--- src/rtl/cpu_pkg.sv ---
// Shared RV32I core types: immediate formats, controller states, datapath selects and opcodes.
// The TRAP state exists only when CTRL_ILLEGAL_TRAP_EN is defined.
package cpu_pkg;

  typedef enum logic [2:0] {
    IMM_I = 3'd0,
    IMM_S = 3'd1,
    IMM_B = 3'd2,
    IMM_U = 3'd3,
    IMM_J = 3'd4
  } imm_type_t;

  typedef enum logic [2:0] {
    ST_FETCH  = 3'd0,
    ST_DECODE = 3'd1,
    ST_EXEC   = 3'd2,
    ST_MEM    = 3'd3,
`ifdef CTRL_ILLEGAL_TRAP_EN
    ST_WB     = 3'd4,
    ST_TRAP   = 3'd5
`else
    ST_WB     = 3'd4
`endif
  } ctrl_state_t;

  typedef enum logic [1:0] {
    PC_PLUS4  = 2'd0,
    PC_TARGET = 2'd1,
    PC_JALR   = 2'd2
  } pc_sel_t;

  typedef enum logic [1:0] {
    A_RS1  = 2'd0,
    A_PC   = 2'd1,
    A_ZERO = 2'd2
  } alu_a_sel_t;

  typedef enum logic [1:0] {
    WB_ALU = 2'd0,
    WB_MEM = 2'd1,
    WB_PC4 = 2'd2
  } wb_sel_t;

  localparam logic [6:0] OPC_LUI    = 7'b0110111;
  localparam logic [6:0] OPC_AUIPC  = 7'b0010111;
  localparam logic [6:0] OPC_JAL    = 7'b1101111;
  localparam logic [6:0] OPC_JALR   = 7'b1100111;
  localparam logic [6:0] OPC_BRANCH = 7'b1100011;
  localparam logic [6:0] OPC_LOAD   = 7'b0000011;
  localparam logic [6:0] OPC_STORE  = 7'b0100011;
  localparam logic [6:0] OPC_OPIMM  = 7'b0010011;
  localparam logic [6:0] OPC_OP     = 7'b0110011;

  typedef enum logic [3:0] {
    CLS_OP      = 4'd0,
    CLS_OPIMM   = 4'd1,
    CLS_LOAD    = 4'd2,
    CLS_STORE   = 4'd3,
    CLS_BRANCH  = 4'd4,
    CLS_JAL     = 4'd5,
    CLS_JALR    = 4'd6,
    CLS_LUI     = 4'd7,
    CLS_AUIPC   = 4'd8,
    CLS_ILLEGAL = 4'd9
  } op_class_t;

endpackage

--- src/rtl/ctrl_opdec.sv ---
// Combinational opcode decoder: instr[6:0] -> opcode class, immediate format and legality.
module ctrl_opdec
  import cpu_pkg::*;
(
  input  logic [6:0] opcode,
  output op_class_t  op_class,
  output imm_type_t  imm_type,
  output logic       legal
);

  // Map each base opcode to its class and immediate format; OP carries no immediate.
  always_comb begin
    op_class = CLS_ILLEGAL;
    imm_type = IMM_I;
    legal    = 1'b1;
    case (opcode)
      OPC_OP:     op_class = CLS_OP;
      OPC_OPIMM:  op_class = CLS_OPIMM;
      OPC_LOAD:   op_class = CLS_LOAD;
      OPC_JALR:   op_class = CLS_JALR;
      OPC_STORE: begin
        op_class = CLS_STORE;
        imm_type = IMM_S;
      end
      OPC_BRANCH: begin
        op_class = CLS_BRANCH;
        imm_type = IMM_B;
      end
      OPC_LUI: begin
        op_class = CLS_LUI;
        imm_type = IMM_U;
      end
      OPC_AUIPC: begin
        op_class = CLS_AUIPC;
        imm_type = IMM_U;
      end
      OPC_JAL: begin
        op_class = CLS_JAL;
        imm_type = IMM_J;
      end
      default: begin
        op_class = CLS_ILLEGAL;
        legal    = 1'b0;
      end
    endcase
  end

endmodule

--- src/rtl/multicycle_ctrl.sv ---
// Multi-cycle RV32I sequencer: FETCH/DECODE/EXEC/MEM/WB with imem/dmem req-ready handshakes.
// Define CTRL_ILLEGAL_TRAP_EN to trap unknown opcodes (adds TRAP state and sticky illegal port).
module multicycle_ctrl
  import cpu_pkg::*;
#(
  parameter imm_type_t RESET_IMM = IMM_I
) (
  input  logic        clk,
  input  logic        rst_n,
  input  logic [31:0] instr,
  output logic        imem_req,
  input  logic        imem_ready,
  output logic        ir_we,
  input  logic        br_taken,
  output imm_type_t   imm_type,
  output alu_a_sel_t  alu_a_sel,
  output logic        alu_b_sel,
  output logic        dmem_req,
  output logic        dmem_we,
  input  logic        dmem_ready,
  output logic        rf_we,
  output wb_sel_t     wb_sel,
  output logic        pc_we,
  output pc_sel_t     pc_sel
`ifdef CTRL_ILLEGAL_TRAP_EN
  ,
  output logic        illegal
`endif
);

  ctrl_state_t state_r;
  op_class_t   cls_r;
  imm_type_t   imm_type_r;
  alu_a_sel_t  alu_a_sel_r;
  logic        alu_b_sel_r;
  logic        imem_req_r;
  logic        dmem_req_r;
  logic        dmem_we_r;
  logic        rf_we_r;
  wb_sel_t     wb_sel_r;
  logic        pc_we_r;
  pc_sel_t     pc_sel_r;
  logic        illegal_r;

  op_class_t   dec_cls_s;
  imm_type_t   dec_imm_s;
  logic        dec_legal_s;
  logic        br_exec_s;
  logic        store_done_s;
  logic        unused_instr_s;

  assign unused_instr_s = ^instr[31:7];

  ctrl_opdec u_opdec (
    .opcode   (instr[6:0]),
    .op_class (dec_cls_s),
    .imm_type (dec_imm_s),
    .legal    (dec_legal_s)
  );

  // State sequencing; every registered output is loaded with its value for the state being entered.
  always_ff @(posedge clk or negedge rst_n) begin
    if (!rst_n) begin
      state_r     <= ST_FETCH;
      cls_r       <= CLS_OP;
      imm_type_r  <= RESET_IMM;
      alu_a_sel_r <= A_RS1;
      alu_b_sel_r <= 1'b0;
      imem_req_r  <= 1'b0;
      dmem_req_r  <= 1'b0;
      dmem_we_r   <= 1'b0;
      rf_we_r     <= 1'b0;
      wb_sel_r    <= WB_ALU;
      pc_we_r     <= 1'b0;
      pc_sel_r    <= PC_PLUS4;
      illegal_r   <= 1'b0;
    end else begin
      alu_a_sel_r <= A_RS1;
      alu_b_sel_r <= 1'b0;
      imem_req_r  <= 1'b0;
      dmem_req_r  <= 1'b0;
      dmem_we_r   <= 1'b0;
      rf_we_r     <= 1'b0;
      wb_sel_r    <= WB_ALU;
      pc_we_r     <= 1'b0;
      pc_sel_r    <= PC_PLUS4;
      case (state_r)
        ST_FETCH: begin
          // Ready is only honoured once our request is visible outside.
          if (imem_req_r && imem_ready) begin
            state_r <= ST_DECODE;
          end else begin
            imem_req_r <= 1'b1;
          end
        end
        ST_DECODE: begin
          cls_r <= dec_cls_s;
          if (dec_legal_s && (dec_cls_s != CLS_OP)) begin
            imm_type_r <= dec_imm_s;
          end else begin
            imm_type_r <= imm_type_r;
          end
          pc_we_r <= (dec_cls_s == CLS_BRANCH);
          case (dec_cls_s)
            CLS_OPIMM, CLS_LOAD, CLS_STORE, CLS_JALR: alu_b_sel_r <= 1'b1;
            CLS_AUIPC: begin
              alu_a_sel_r <= A_PC;
              alu_b_sel_r <= 1'b1;
            end
            CLS_LUI: begin
              alu_a_sel_r <= A_ZERO;
              alu_b_sel_r <= 1'b1;
            end
            default: alu_b_sel_r <= 1'b0;
          endcase
`ifdef CTRL_ILLEGAL_TRAP_EN
          if (!dec_legal_s) begin
            state_r   <= ST_TRAP;
            illegal_r <= 1'b1;
          end else begin
            state_r <= ST_EXEC;
          end
`else
          state_r <= ST_EXEC;
`endif
        end
        ST_EXEC: begin
          case (cls_r)
            CLS_BRANCH: begin
              state_r    <= ST_FETCH;
              imem_req_r <= 1'b1;
            end
            CLS_LOAD, CLS_STORE: begin
              state_r    <= ST_MEM;
              dmem_req_r <= 1'b1;
              dmem_we_r  <= (cls_r == CLS_STORE);
            end
            default: begin
              state_r  <= ST_WB;
              rf_we_r  <= (cls_r != CLS_ILLEGAL);
              pc_we_r  <= 1'b1;
              wb_sel_r <= ((cls_r == CLS_JAL) || (cls_r == CLS_JALR)) ? WB_PC4 : WB_ALU;
              pc_sel_r <= (cls_r == CLS_JAL)  ? PC_TARGET :
                          (cls_r == CLS_JALR) ? PC_JALR : PC_PLUS4;
            end
          endcase
        end
        ST_MEM: begin
          if (!dmem_ready) begin
            dmem_req_r <= 1'b1;
            dmem_we_r  <= dmem_we_r;
          end else if (cls_r == CLS_STORE) begin
            state_r    <= ST_FETCH;
            imem_req_r <= 1'b1;
          end else begin
            state_r  <= ST_WB;
            rf_we_r  <= 1'b1;
            wb_sel_r <= WB_MEM;
            pc_we_r  <= 1'b1;
          end
        end
        ST_WB: begin
          state_r    <= ST_FETCH;
          imem_req_r <= 1'b1;
        end
`ifdef CTRL_ILLEGAL_TRAP_EN
        ST_TRAP: state_r <= ST_TRAP;
`endif
        default: state_r <= ST_FETCH;
      endcase
    end
  end

  assign br_exec_s    = (state_r == ST_EXEC) && (cls_r == CLS_BRANCH);
  assign store_done_s = dmem_req_r && dmem_we_r && dmem_ready;

  // Branch outcome and store completion are the only paths from inputs to the PC controls.
  always_comb begin
    pc_we = pc_we_r | store_done_s;
    if (br_exec_s) begin
      pc_sel = br_taken ? PC_TARGET : PC_PLUS4;
    end else begin
      pc_sel = pc_sel_r;
    end
  end

  assign imem_req  = imem_req_r;
  assign ir_we     = imem_req_r & imem_ready;
  assign imm_type  = imm_type_r;
  assign alu_a_sel = alu_a_sel_r;
  assign alu_b_sel = alu_b_sel_r;
  assign dmem_req  = dmem_req_r;
  assign dmem_we   = dmem_we_r;
  assign rf_we     = rf_we_r;
  assign wb_sel    = wb_sel_r;
`ifdef CTRL_ILLEGAL_TRAP_EN
  assign illegal   = illegal_r;
`else
  logic unused_illegal_s;
  assign unused_illegal_s = illegal_r;
`endif

endmodule

--- config.mk ---
export PLATFORM = sky130hd
export DESIGN_NAME = multicycle_ctrl
export DESIGN_NICKNAME = d
export VERILOG_FILES = /design/src/rtl/cpu_pkg.sv /design/src/rtl/ctrl_opdec.sv /design/src/rtl/multicycle_ctrl.sv
export SDC_FILE = /design/constraint.sdc
export NUM_CORES = 1
export LEC_CHECK = 0
export CAP_MARGIN = 40
export CORE_MARGIN = 5
export CORE_UTILIZATION = 45
export DETAILED_ROUTE_END_ITERATION = 8
export MAX_ROUTING_LAYER = met4
export PLACE_DENSITY = 0.83
export RECOVER_POWER = 50
export SYNTH_ARGS = -nofsm -noshare
export SYNTH_HDL_FRONTEND = slang
export SYNTH_SLANG_ARGS = --single-unit
--- constraint.sdc ---
create_clock -name clk -period 3.1 [get_ports clk]
set_input_delay 0.465 -clock clk [delete_from_list [all_inputs] [get_ports clk]]
set_output_delay 0.465 -clock clk [all_outputs]
set_load 0.005 [all_outputs]
Yosys cells after proc, flatten, opt, wreduce, memory -nomap -nowiden
Index checks and enable logic that the tools add are counted.

Bitwise operators: 2. Muxes and demuxes: 40. Equality and inequality tests: 28. Reductions and logical operators: 15.

Operators with widths (count): one-hot mux 4 bit (9 select lines) (1); equality test 4 x 3 -> 1 bit (second input constant) (6); one-hot mux 3 bit (4 select lines) (2); equality test 7 x 6 -> 1 bit (second input constant) (3); equality test 7 bit (second input constant) (3); two-way mux 1 bit (18); equality test 4 x 2 -> 1 bit (second input constant) (4); two-way mux 2 bit (8); equality test 7 x 5 -> 1 bit (second input constant) (2); two-way mux 3 bit (3); OR reduction 9 bit (1); one-hot mux 2 bit (2 select lines) (2); equality test 7 x 2 -> 1 bit (second input constant) (1); equality test 3 x 2 -> 1 bit (second input constant) (2); one-hot mux 1 bit (2 select lines) (3); one-hot mux 3 bit (2 select lines) (1); OR reduction 6 bit (1); logical AND 1 bit (5); equality test 4 x 1 -> 1 bit (second input constant) (1); equality test 4 bit (second input constant) (1); != test 2 bit (second input constant) (2); != test 4 bit (second input constant) (1); one-hot mux 1 bit (4 select lines) (1); AND reduction 2 bit (2); 10 further kinds (11).

Input port bits: 37. Word-level logic and storage cells: 97. Output and inout port bits: 16. Flip-flop bits (word level): 22.

Logic depth before layout (Yosys ltp)
Depth after elaboration: 6. Gate-level depth with buffers: 5. Gate-level depth less buffers: 5.

Hierarchy
A second synthesis with hierarchy kept.

Cell total of the unflattened synthesis: 121. Area, all modules: 1262.5 um^2.

By module, submodules not included: multicycle_ctrl (times used 1, seq. area each 550.5 um^2, area an instance 1049.8 um^2, cells an instance 84); ctrl_opdec (times used 1, seq. area each 0.0 um^2, area an instance 212.7 um^2, cells an instance 37).

Worst setup path before layout
No wires, ideal clock.

Path kind: flip-flop to output port. Start point: register state_r[1]. End point: output pc_sel[0]. Data arrival time: 1.246 ns. Stages on the path, launching flop included: 6. Path slack: 1.389 ns. Path buffers: 1. Data required time: 2.635 ns. Path through: dfrtp_1 > buf_6 > or2b_1 > nor2_1 > nand3_1 > mux2_2.

Word-level cells in the longest chain between the ends: 3.

RTL lines: from (decl) (RTL line multicycle_ctrl.sv:31) `ctrl_state_t state_r;`; from (signal assigned) (RTL line multicycle_ctrl.sv:64) `state_r <= ST_FETCH;`; from (signal assigned) (RTL line multicycle_ctrl.sv:91) `state_r <= ST_DECODE;`; from (signal assigned) (RTL line multicycle_ctrl.sv:124) `state_r <= ST_EXEC;`; equality test 3 x 2 -> 1 bit (RTL line multicycle_ctrl.sv:174) `assign br_exec_s = (state_r == ST_EXEC) && (cls_r == CLS_BRANCH);`; logical AND 1 bit (RTL line multicycle_ctrl.sv:174); two-way mux 2 bit (RTL line multicycle_ctrl.sv:180) `if (br_exec_s) begin`; to (decl) (RTL line multicycle_ctrl.sv:24) `output pc_sel_t pc_sel`.

No other way between the ends.

Final worst setup path
Same ends and word-level chain as after synthesis.

==> impl_metrics.env <==
export IMPL_synth_edf_count=0
export IMPL_die_height_um=62.1
export IMPL_placementRows=19
export IMPL_setup_ws_ns=0.379
export IMPL_fin_area_mm2=0.00156
export IMPL_synth_avg_cell_area_um2=9.56
export IMPL_yosys_area_top_type_share_pct=45.0
export IMPL_fin_crit_sh_pct=87.8
export IMPL_drv_slew=0
export IMPL_dp_cells=182
export IMPL_viasPerCell=5.77
export IMPL_crit_fanout=9
export IMPL_die_w_um=62.1
export IMPL_path_class="reg2out"
export IMPL_power_density_mw_per_mm2=532
export IMPL_clk_insertion_delay_late_ns=0.31
export IMPL_cts_made_buffers=3
export IMPL_critPathRequiredTime_ns=2.63
export IMPL_rsz0062_at_grt="false"
export IMPL_grt_pass1_vias=1122
export IMPL_intPower_mw=0.582
export IMPL_skew_ns=0.00845
export IMPL_setup_viol_count_final=0
export IMPL_period_minus_slack_ns=2.72
export IMPL_wl_per_cell_um=14.7
export IMPL_antenna_cells=0
export IMPL_tightestPinTransition_ns=0.727
export IMPL_hpwl_um=2120
export IMPL_port_buffer_count=27
export IMPL_cts_root_buf="clkbuf_4"
export IMPL_yosys_cell_types_count=43
export IMPL_slowest_stage="dfrtp_1"
export IMPL_synth_top_flop_cell="dfrtp_1"
export IMPL_ys_async_sr_fraction_pct=100
export IMPL_grt_usage_pct=15.9
export IMPL_ys_warn_count=0
export IMPL_grt_ovfl_total=0
export IMPL_postCtsSetupBuffers=0
export IMPL_clkPwrFrac_pct=26.6
export IMPL_grt_max_degree=15
export IMPL_cts_resized=0
export IMPL_routed_wl_um=2740
export IMPL_core_area_mm2=0.00269
export IMPL_max_vdd_ir_drop_mv=0.333
export IMPL_crit_buf_inv=1
export IMPL_drc=0
export IMPL_io_pins=53
export IMPL_status="finished clean"
export IMPL_ys_top_cells_by_area="dfrtp_1 (45%), mux2_2 (3.7%), nor2_1 (3.4%), o21ai_0 (3.3%), nor2b_1 (3.1%)"
export IMPL_syn_nets=165
export IMPL_p_comb_share_pct=26.7
export IMPL_place_area_mm2=0.00152
export IMPL_path_cells="or2b_1, nor2_1, nand3_1, mux2_2, clkdlybuf4s50_1"
export IMPL_antenna_found_initial=0
export IMPL_globalplace_congestion=0.865
export IMPL_cp_top_family="simple AND/OR/NAND/NOR gates"
export IMPL_maxCapViolations=0
export IMPL_clockBufferDepth=2
export IMPL_cts_tree="built"
export IMPL_switching_share_pct=29.7
export IMPL_hold_buffers=0
export IMPL_hold_violations=0
export IMPL_initial_core_util_pct=45.6
export IMPL_netlist_instances=128
export IMPL_final_cell_count_no_fill=186
export IMPL_drive_above_1_share_pct=9.68
export IMPL_ys_ff_latch=22
export IMPL_maxSlewHeadroom_pct=51.5
export IMPL_fmax_mhz=368
export IMPL_htreeDepth=1
export IMPL_vias=1073
export IMPL_design_die_area_mm2=0.00386
export IMPL_ant_nets=0
export IMPL_fin_nets=193
export IMPL_hp_class="in2async"
export IMPL_start_kind="register"
export IMPL_firstDrtPassIters=4
export IMPL_endpoint_kind="primary output"
export IMPL_grt_pass1_wl_um=5110
export IMPL_clock_sinks=22
export IMPL_clk_pin_slew_ns=0.12
export IMPL_syn_area_mm2=0.00122
export IMPL_worstPathArrival_ns=2.26
export IMPL_cpPeakStageDelay_ns=0.54
export IMPL_place_ws_ns=0.643
export IMPL_fin_tns_setup_ns=0
export IMPL_switching_power_mw=0.246
export IMPL_area_growth_pct=27.2
export IMPL_seq_power_share_pct=46.7
export IMPL_yosysTopAreaCell="dfrtp_1"
export IMPL_p_leak_nw=0.660
export IMPL_yosysSeqAreaShare_pct=45.0
export IMPL_drt_iter0_drc=50
final timing paths:
check,start,to,slack (ns),depth (start not counted)
max reg2reg,state_r[0]$_DFFE_PN0P_,cls_r[0]$_DFFE_PN0P_,1.26,4
min reg2reg,cls_r[2]$_DFFE_PN0P_,cls_r[2]$_DFFE_PN0P_,0.53,2
max in group asynchronous,rst_n,state_r[1]$_DFFE_PN0P_,1.63,2
min in group clk,cls_r[2]$_DFFE_PN0P_,cls_r[2]$_DFFE_PN0P_,0.53,2
min,rst_n,dmem_req$_DFF_PN0_,0.50,1
max,state_r[1]$_DFFE_PN0P_,pc_sel[0],0.38,5
cells in the mapped netlist (3+ instances only):
library cell and instances:
dfrtp_1 22, mux2_2 4, nand2_1 9, nand2b_1 5, nor2b_1 6, inv_1 5, nor3b_1 3, a21oi_1 7
nor3_1 3, o21ai_0 8, nor2_1 11, mux2i_1 3, o21a_1 3
cells by family (layout without fill, tap and decap cells):
logic type / after synthesis / count (layout) / share of synthesized area, %
and+or+nand+nor: 52 / 52 / 23.7
AOI/OAI and AO/OA: 36 / 36 / 20.3
DFF: 22 / 22 / 45.0
buffers and inverters: 11 / 38 / 4.81
muxes: 7 / 7 / 6.13
stage by stage:
stage	hold WS (ns)	power [mW]	util, %
after global routing	0.530	0.886	57.9
final	0.505	0.828	57.9
after CTS	0.462	0.835	58.4
after detailed placement	0.499	0.618	56.4
after global placement	0.496	0.604	55.8
after floorplan	0.169	0.529	-
worst register-to-register path, stage by stage, from the launching register on:
cell and delay [ns]:
dfrtp_1 0.58, or3b_4 0.46, or3_1 0.38, a21o_1 0.22, o21a_1 0.12
routing by layer:
layer  wire length, µm  vias to the layer above  track usage (%)
met3               167                        4             3.78
met2              1350                       39             26.3
met1              1190                      510             19.0
met4                32                        0             4.61
met5                 0                        -                -
li1                  -                      520                -
power by group through the flow:
stage	registers [mW]	logic [mW]	clock network (mW)
after global routing	0.395	0.256	0.235
after floorplan	0.366	0.163	0
final	0.387	0.222	0.220
after CTS	0.385	0.227	0.223
after detailed placement	0.392	0.226	0
after global placement	0.386	0.218	0
placed cells by master, fill, tap and decap left out, types with 4 or more instances in the layout:
cell type | synthesis | routed
clkdlybuf4s50_1 | 0 | 25
mux2_2 | 4 | 4
nor2_1 | 11 | 11
inv_1 | 5 | 5
dfrtp_1 | 22 | 22
nor2b_1 | 6 | 6
a21oi_1 | 7 | 7
o21ai_0 | 8 | 8
nand2b_1 | 5 | 5
nand2_1 | 9 | 9
final cells by class:
| class | count | area (µm²) |
|---|---|---|
| timing repair buffer | 29 | 282 |
| sequential | 22 | 551 |
| clock inverter | 1 | 30.0 |
| clock buffer | 3 | 22.5 |
| tap | 31 | 38.8 |
| multi-input combinational | 95 | 614 |
| inverter | 5 | 18.8 |
| fill | 263 | 1130 |
sequential cells by signal, summed over array words and instances, names as in the netlist:
name       count
alu_a_sel      2
alu_b_sel      1
cls_r          4
dmem_req       1
dmem_we        1
imem_req       1
imm_type       3
pc_sel_r       2
pc_we_r        1
rf_we          1
state_r        3
wb_sel         2
Power figures use the tool's default switching activity.
